## src/rtl/kbd_latch.sv

```systemverilog
// kbd_latch: keyboard-side endpoint of the CPU keyboard interface.
// Incoming ASCII bytes go into a small type-ahead FIFO. They are presented
// one at a time as an Apple-style KBD register (bit 7 = strobe), plus a
// KBDSTRB register whose bit 7 is an any-key-down flag. KBDCLR drops the
// strobe, and the next buffered key then loads on the following edge.
module kbd_latch #(
   parameter int DEPTH          = 4,
   parameter bit UPCASE         = 1'b1,
   parameter int KEYDOWN_CYCLES = 1024
) (
   input  logic       phi,
   input  logic       rst,
   input  logic [7:0] rx_data,
   input  logic       rx_valid,
   output logic [7:0] KBD,
   output logic [7:0] KBDSTRB,
   input  logic       KBDCLR,
   output logic       overflow
);

   localparam int AW = (DEPTH > 1) ? $clog2(DEPTH) : 1;
   localparam int CW = $clog2(DEPTH + 1);
   localparam int KW = $clog2(KEYDOWN_CYCLES);

   localparam logic [AW-1:0] PTR_ONE   = AW'(1);
   localparam logic [CW-1:0] CNT_ONE   = CW'(1);
   localparam logic [CW-1:0] CNT_FULL  = CW'(DEPTH);
   localparam logic [KW-1:0] KD_ONE    = KW'(1);
   localparam logic [KW-1:0] KD_RELOAD = KW'(KEYDOWN_CYCLES - 1);

   // Fold lower-case ASCII to upper case when UPCASE is enabled.
   function automatic logic [6:0] fold_case(input logic [6:0] c);
      logic [6:0] r;
      if (UPCASE && (c >= 7'h61) && (c <= 7'h7A)) begin
         r = c - 7'h20;
      end else begin
         r = c;
      end
      return r;
   endfunction

   // The state encoding doubles as the KBD strobe bit.
   typedef enum logic {
      ST_EMPTY = 1'b0,
      ST_FULL  = 1'b1
   } state_t;

   state_t          state;
   state_t          state_nx;
   logic [6:0]      mem [DEPTH];
   logic [AW-1:0]   wr_ptr;
   logic [AW-1:0]   rd_ptr;
   logic [CW-1:0]   count;
   logic [KW-1:0]   kd_cnt;
   logic            kd_flag;
   logic [6:0]      char_reg;
   logic            push;
   logic            pop;
   logic            drop;
   logic [6:0]      char_in;

   // Ingest decode: fullness is judged on the pre-edge count only.
   always_comb begin
      char_in = fold_case(rx_data[6:0]);
      push    = rx_valid && (count < CNT_FULL);
      drop    = rx_valid && (count >= CNT_FULL);
   end

   // Latch FSM next-state: load the FIFO head when empty, wait for KBDCLR when full.
   always_comb begin
      state_nx = state;
      pop      = 1'b0;
      case (state)
         ST_EMPTY: begin
            if (count != {CW{1'b0}}) begin
               pop      = 1'b1;
               state_nx = ST_FULL;
            end else begin
               state_nx = ST_EMPTY;
            end
         end
         ST_FULL: begin
            if (KBDCLR) begin
               state_nx = ST_EMPTY;
            end else begin
               state_nx = ST_FULL;
            end
         end
         default: begin
            state_nx = ST_EMPTY;
         end
      endcase
   end

   // Latch FSM state register.
   always_ff @(posedge phi or posedge rst) begin
      if (rst) begin
         state <= ST_EMPTY;
      end else begin
         state <= state_nx;
      end
   end

   // Character register: takes the FIFO head on every pop and holds otherwise.
   always_ff @(posedge phi or posedge rst) begin
      if (rst) begin
         char_reg <= 7'h00;
      end else if (pop) begin
         char_reg <= mem[rd_ptr];
      end
   end

   // Type-ahead FIFO storage, pointers and occupancy count.
   always_ff @(posedge phi or posedge rst) begin
      if (rst) begin
         for (int i = 0; i < DEPTH; i++) begin
            mem[i] <= 7'h00;
         end
         wr_ptr <= {AW{1'b0}};
         rd_ptr <= {AW{1'b0}};
         count  <= {CW{1'b0}};
      end else begin
         if (push) begin
            mem[wr_ptr] <= char_in;
            wr_ptr      <= wr_ptr + PTR_ONE;
         end
         if (pop) begin
            rd_ptr <= rd_ptr + PTR_ONE;
         end
         case ({push, pop})
            2'b10:   count <= count + CNT_ONE;
            2'b01:   count <= count - CNT_ONE;
            default: count <= count;
         endcase
      end
   end

   // Overflow pulse for one cycle after a byte is dropped.
   always_ff @(posedge phi or posedge rst) begin
      if (rst) begin
         overflow <= 1'b0;
      end else begin
         overflow <= drop;
      end
   end

   // Any-key-down counter: reloaded by every received byte (even dropped ones).
   always_ff @(posedge phi or posedge rst) begin
      if (rst) begin
         kd_cnt <= {KW{1'b0}};
      end else if (rx_valid) begin
         kd_cnt <= KD_RELOAD;
      end else if (kd_cnt != {KW{1'b0}}) begin
         kd_cnt <= kd_cnt - KD_ONE;
      end
   end

   // Registered key-down flag, one cycle behind the counter.
   always_ff @(posedge phi or posedge rst) begin
      if (rst) begin
         kd_flag <= 1'b0;
      end else begin
         kd_flag <= (kd_cnt != {KW{1'b0}});
      end
   end

   assign KBD     = {(state == ST_FULL), char_reg};
   assign KBDSTRB = {kd_flag, char_reg};

endmodule

```

## config.mk

```make
export PLATFORM = sky130hd
export DESIGN_NAME = kbd_latch
export DESIGN_NICKNAME = d
export VERILOG_FILES = /design/src/rtl/kbd_latch.sv
export SDC_FILE = /design/constraint.sdc
export NUM_CORES = 1
export LEC_CHECK = 0
export ABC_AREA = 1
export CAP_MARGIN = 10
export CORE_ASPECT_RATIO = 0.7
export CORE_UTILIZATION = 35
export DETAILED_ROUTE_END_ITERATION = 10
export SYNTH_ARGS = -nofsm -noshare
export SYNTH_HDL_FRONTEND = slang
export SYNTH_SLANG_ARGS = --single-unit
```

## constraint.sdc

```tcl
create_clock -name phi -period 2.8 [get_ports phi]
set_input_delay 0.84 -clock phi [delete_from_list [all_inputs] [get_ports phi]]
set_output_delay 0.84 -clock phi [all_outputs]
set_load 0.03 [all_outputs]
```

==> flow_metrics.env <==
export IMPL_place_port_buffers=27
export IMPL_vias=2107
export IMPL_skew_ns=0.007071
export IMPL_cts_resized=0
export IMPL_grt_pass1_vias=1954
export IMPL_hold_violations=0
export IMPL_crit_required_ns=2.98
export IMPL_grt_pass1_wl_um=9487
export IMPL_start_kind="input pin"
export IMPL_die_h_um=76.12
export IMPL_timing_final_crit_share=0.8342
export IMPL_met2_usage=0.2045
export IMPL_fp_dieArea_mm2=0.008211
export IMPL_largest_register_ffs=28
export IMPL_crit_arrival_ns=2.52
export IMPL_finish_utilization=0.4249
export IMPL_setup_tns_ns=0
export IMPL_r2r_end="count[2]"
export IMPL_num_rows=26
export IMPL_met1_usage=0.2319
export IMPL_ios=29
export IMPL_drtIter0Drc=89
export IMPL_clock_path_buffers=2
export IMPL_synth_area_mm2=0.002746
export IMPL_grt_max_degree=41
export IMPL_worstSkewPairLatency_ns=0.30
export IMPL_slowest_delay_ns=0.43
export IMPL_finalPower_mw=3.279
export IMPL_p_leak_nw=1.505
export IMPL_crit_path_end_kind="register"
export IMPL_cp_cell_sequence="clkdlybuf4s50_1 > inv_2 > nor2_8 > inv_1 > ha_1 > inv_1 > fa_1 > a21oi_1 > o21ai_0 > xor2_1"
export IMPL_ant_nets=0
export IMPL_synthMuxAreaShare=0
export IMPL_rsz0062_at_grt="false"
export IMPL_dp_hpwl_um=3918
export IMPL_setup_violations_final=0
export IMPL_post_cts_buffers=0
export IMPL_ys_types=27
export IMPL_synth_top_family_by_area="simple AND/OR/NAND/NOR gates"
export IMPL_grt_usage=0.1482
export IMPL_cp_buffers_inverters=4
export IMPL_synth_avg_cell_area_um2=8.399
export IMPL_crit_fanout=6
export IMPL_slew_headroom=0.5809
export IMPL_grt_overflow_total=0
export IMPL_tightestPinTransition_ns=0.6287
export IMPL_cts_tree="done"
export IMPL_die_w_um=107.9
export IMPL_num_nets_final=367
export IMPL_synth_compound_area_frac=0.1162
export IMPL_ys_warn_count=0
export IMPL_place_inst=438
export IMPL_finalMaxSlewViolations=0
export IMPL_syn_inst=327
export IMPL_rr_startpoint="count[2]"
export IMPL_synth_fa_ha_area_frac=0.03918
export IMPL_vias_per_cell=4.735
export IMPL_firstDrtPassIters=4
export IMPL_cp_top_family="buffers and inverters"
export IMPL_fin_crit_ns=2.336
export IMPL_drive_above_1_share=0.06052
export IMPL_cp_common_cell="inv_1"
export IMPL_grtUsageMet3=0.02823
export IMPL_r2r_setup_slack_ns=0.90
export IMPL_path_depth=10
export IMPL_fmax_mhz=428.2
export IMPL_yosysTopAreaCell="dfrtp_1"
export IMPL_synth_seq_cells=55
export IMPL_powerDensity_mw_per_mm2=1036
export IMPL_critPathLaunch="rx_valid"
export IMPL_drc=0
export IMPL_antenna_cells=0
export IMPL_cts_root_buffer_cell="clkbuf_8"
export IMPL_clk_pin_slew_ns=0.09
export IMPL_cts_hold_fix_buffers=0
export IMPL_synthXorXnorAreaFrac=0.02825
export IMPL_wire_per_inst_um=12.47
export IMPL_synthSimpleGateAreaFrac=0.2077
export IMPL_placed_area_mm2=0.003059
export IMPL_grt_busiest_layer="met1"
export IMPL_synth_top_cell_area_share=0.5011
export IMPL_crit_slowest_cell="clkdlybuf4s50_1"
export IMPL_htreeDepth=2
export IMPL_final_area_mm2=0.003166
export IMPL_peakVddDrop_mv=0.5471
export IMPL_clock_sinks=55
export IMPL_stdcell_count=445
export IMPL_worstSetupPathType="input pin to register"
export IMPL_syn_nets=347
export IMPL_cts_buffers=5
export IMPL_area_delta_synth_final_pct=15.26
export IMPL_cp_endpoint="count[2]"
export IMPL_start_util=0.3687
export IMPL_drv_cap=0
export IMPL_reg2regPathDepth=8
export IMPL_drt_wl_total_um=5550
export IMPL_outcome="completed"
export IMPL_synth_area_top_cells="dfrtp_1 (50%), nand2_1 (8.2%), o21ai_0 (6.9%)"
export IMPL_core_area_mm2=0.007450
export IMPL_antenna_found_initial=0
export IMPL_yosysSeqAreaShare=0.5011
export IMPL_hold_class="register to register"
export IMPL_gp_congestion=0.7756
## tightest hold or removal path, delay by kind of cell, from the launching register on
family	cells	cell delay, ns
and+or+nand+nor	1	0.05
AOI/OAI and AO/OA	1	0.06
DFF	1	0.35
## area by class of cell
type / instances / area, µm²
Fill cell: 752 / 4284
Sequential cell: 55 / 1376
Multi-Input combinational cell: 208 / 1075
Timing Repair Buffer: 31 / 312.8
Inverter: 46 / 172.7
Tap cell: 98 / 122.6
Clock buffer: 5 / 68.82
Clock inverter: 2 / 37.54
## power breakdown
| part | internal (mW) | total, mW | switching (mW) |
|---|---|---|---|
| clock | 0.262 | 0.519 | 0.257 |
| sequential | 1.10 | 1.36 | 0.258 |
| combinational | 0.572 | 1.40 | 0.826 |
## synthesized netlist by cell type (all sizes together)
master	n
a31oi	9
clkinv	1
clkbuf	1
nand3	20
xor2	7
fa	1
dfrtp	55
ha	7
nor3	1
nor2	48
nand4	2
nand3b	1
inv	45
xnor2	1
o21bai	2
buf	17
o21ai	38
a21oi	7
o211ai	1
nand2	63
## logic make-up after synthesis
kind of cell             after synthesis
buffers and inverters                 64
adder cells (fa/ha/maj)                8
flip-flops                            55
AND/OR/NAND/NOR                      135
XOR/XNOR                               8
AO/OA/AOI/OAI                         57
## layout by cell type, fill, tap and decap left out, drive strengths merged, types with 2 or more instances in the layout
cell type	instances
nand2	63
dfrtp	55
nor2	48
inv	45
o21ai	38
clkdlybuf4s50	27
nand3	20
a31oi	9
a21oi	7
ha	7
xor2	7
clkbuf	5
buf	4
nand4	2
o21bai	2
## through the flow
step | setup WS, ns | hold slack [ns]
floorplan | 0.6171 | 0.4438
global placement | 0.1698 | 0.4619
detailed placement | 0.1303 | 0.4645
CTS | 0.4694 | 0.4900
global route | 0.3431 | 0.5057
finish | 0.4644 | 0.4895
## worst min path at each step
stage | from | cells past startpoint | to | slack, ns
floorplan | mem[19] | 2 | mem[19] | 0.44
global placement | mem[4] | 2 | mem[4] | 0.46
detailed placement | mem[6] | 2 | mem[6] | 0.46
CTS | mem[6] | 2 | mem[6] | 0.49
global route | count[0] | 1 | count[0] | 0.51
finish | mem[2] | 2 | mem[2] | 0.49
## routing by layer
layer	share of wire	vias to the layer above
met3	0.057	2
met1	0.54	998
li1	-	1059
met5	0	-
met2	0.40	48
met4	0.0067	0
(Power assumes the default switching activity.)
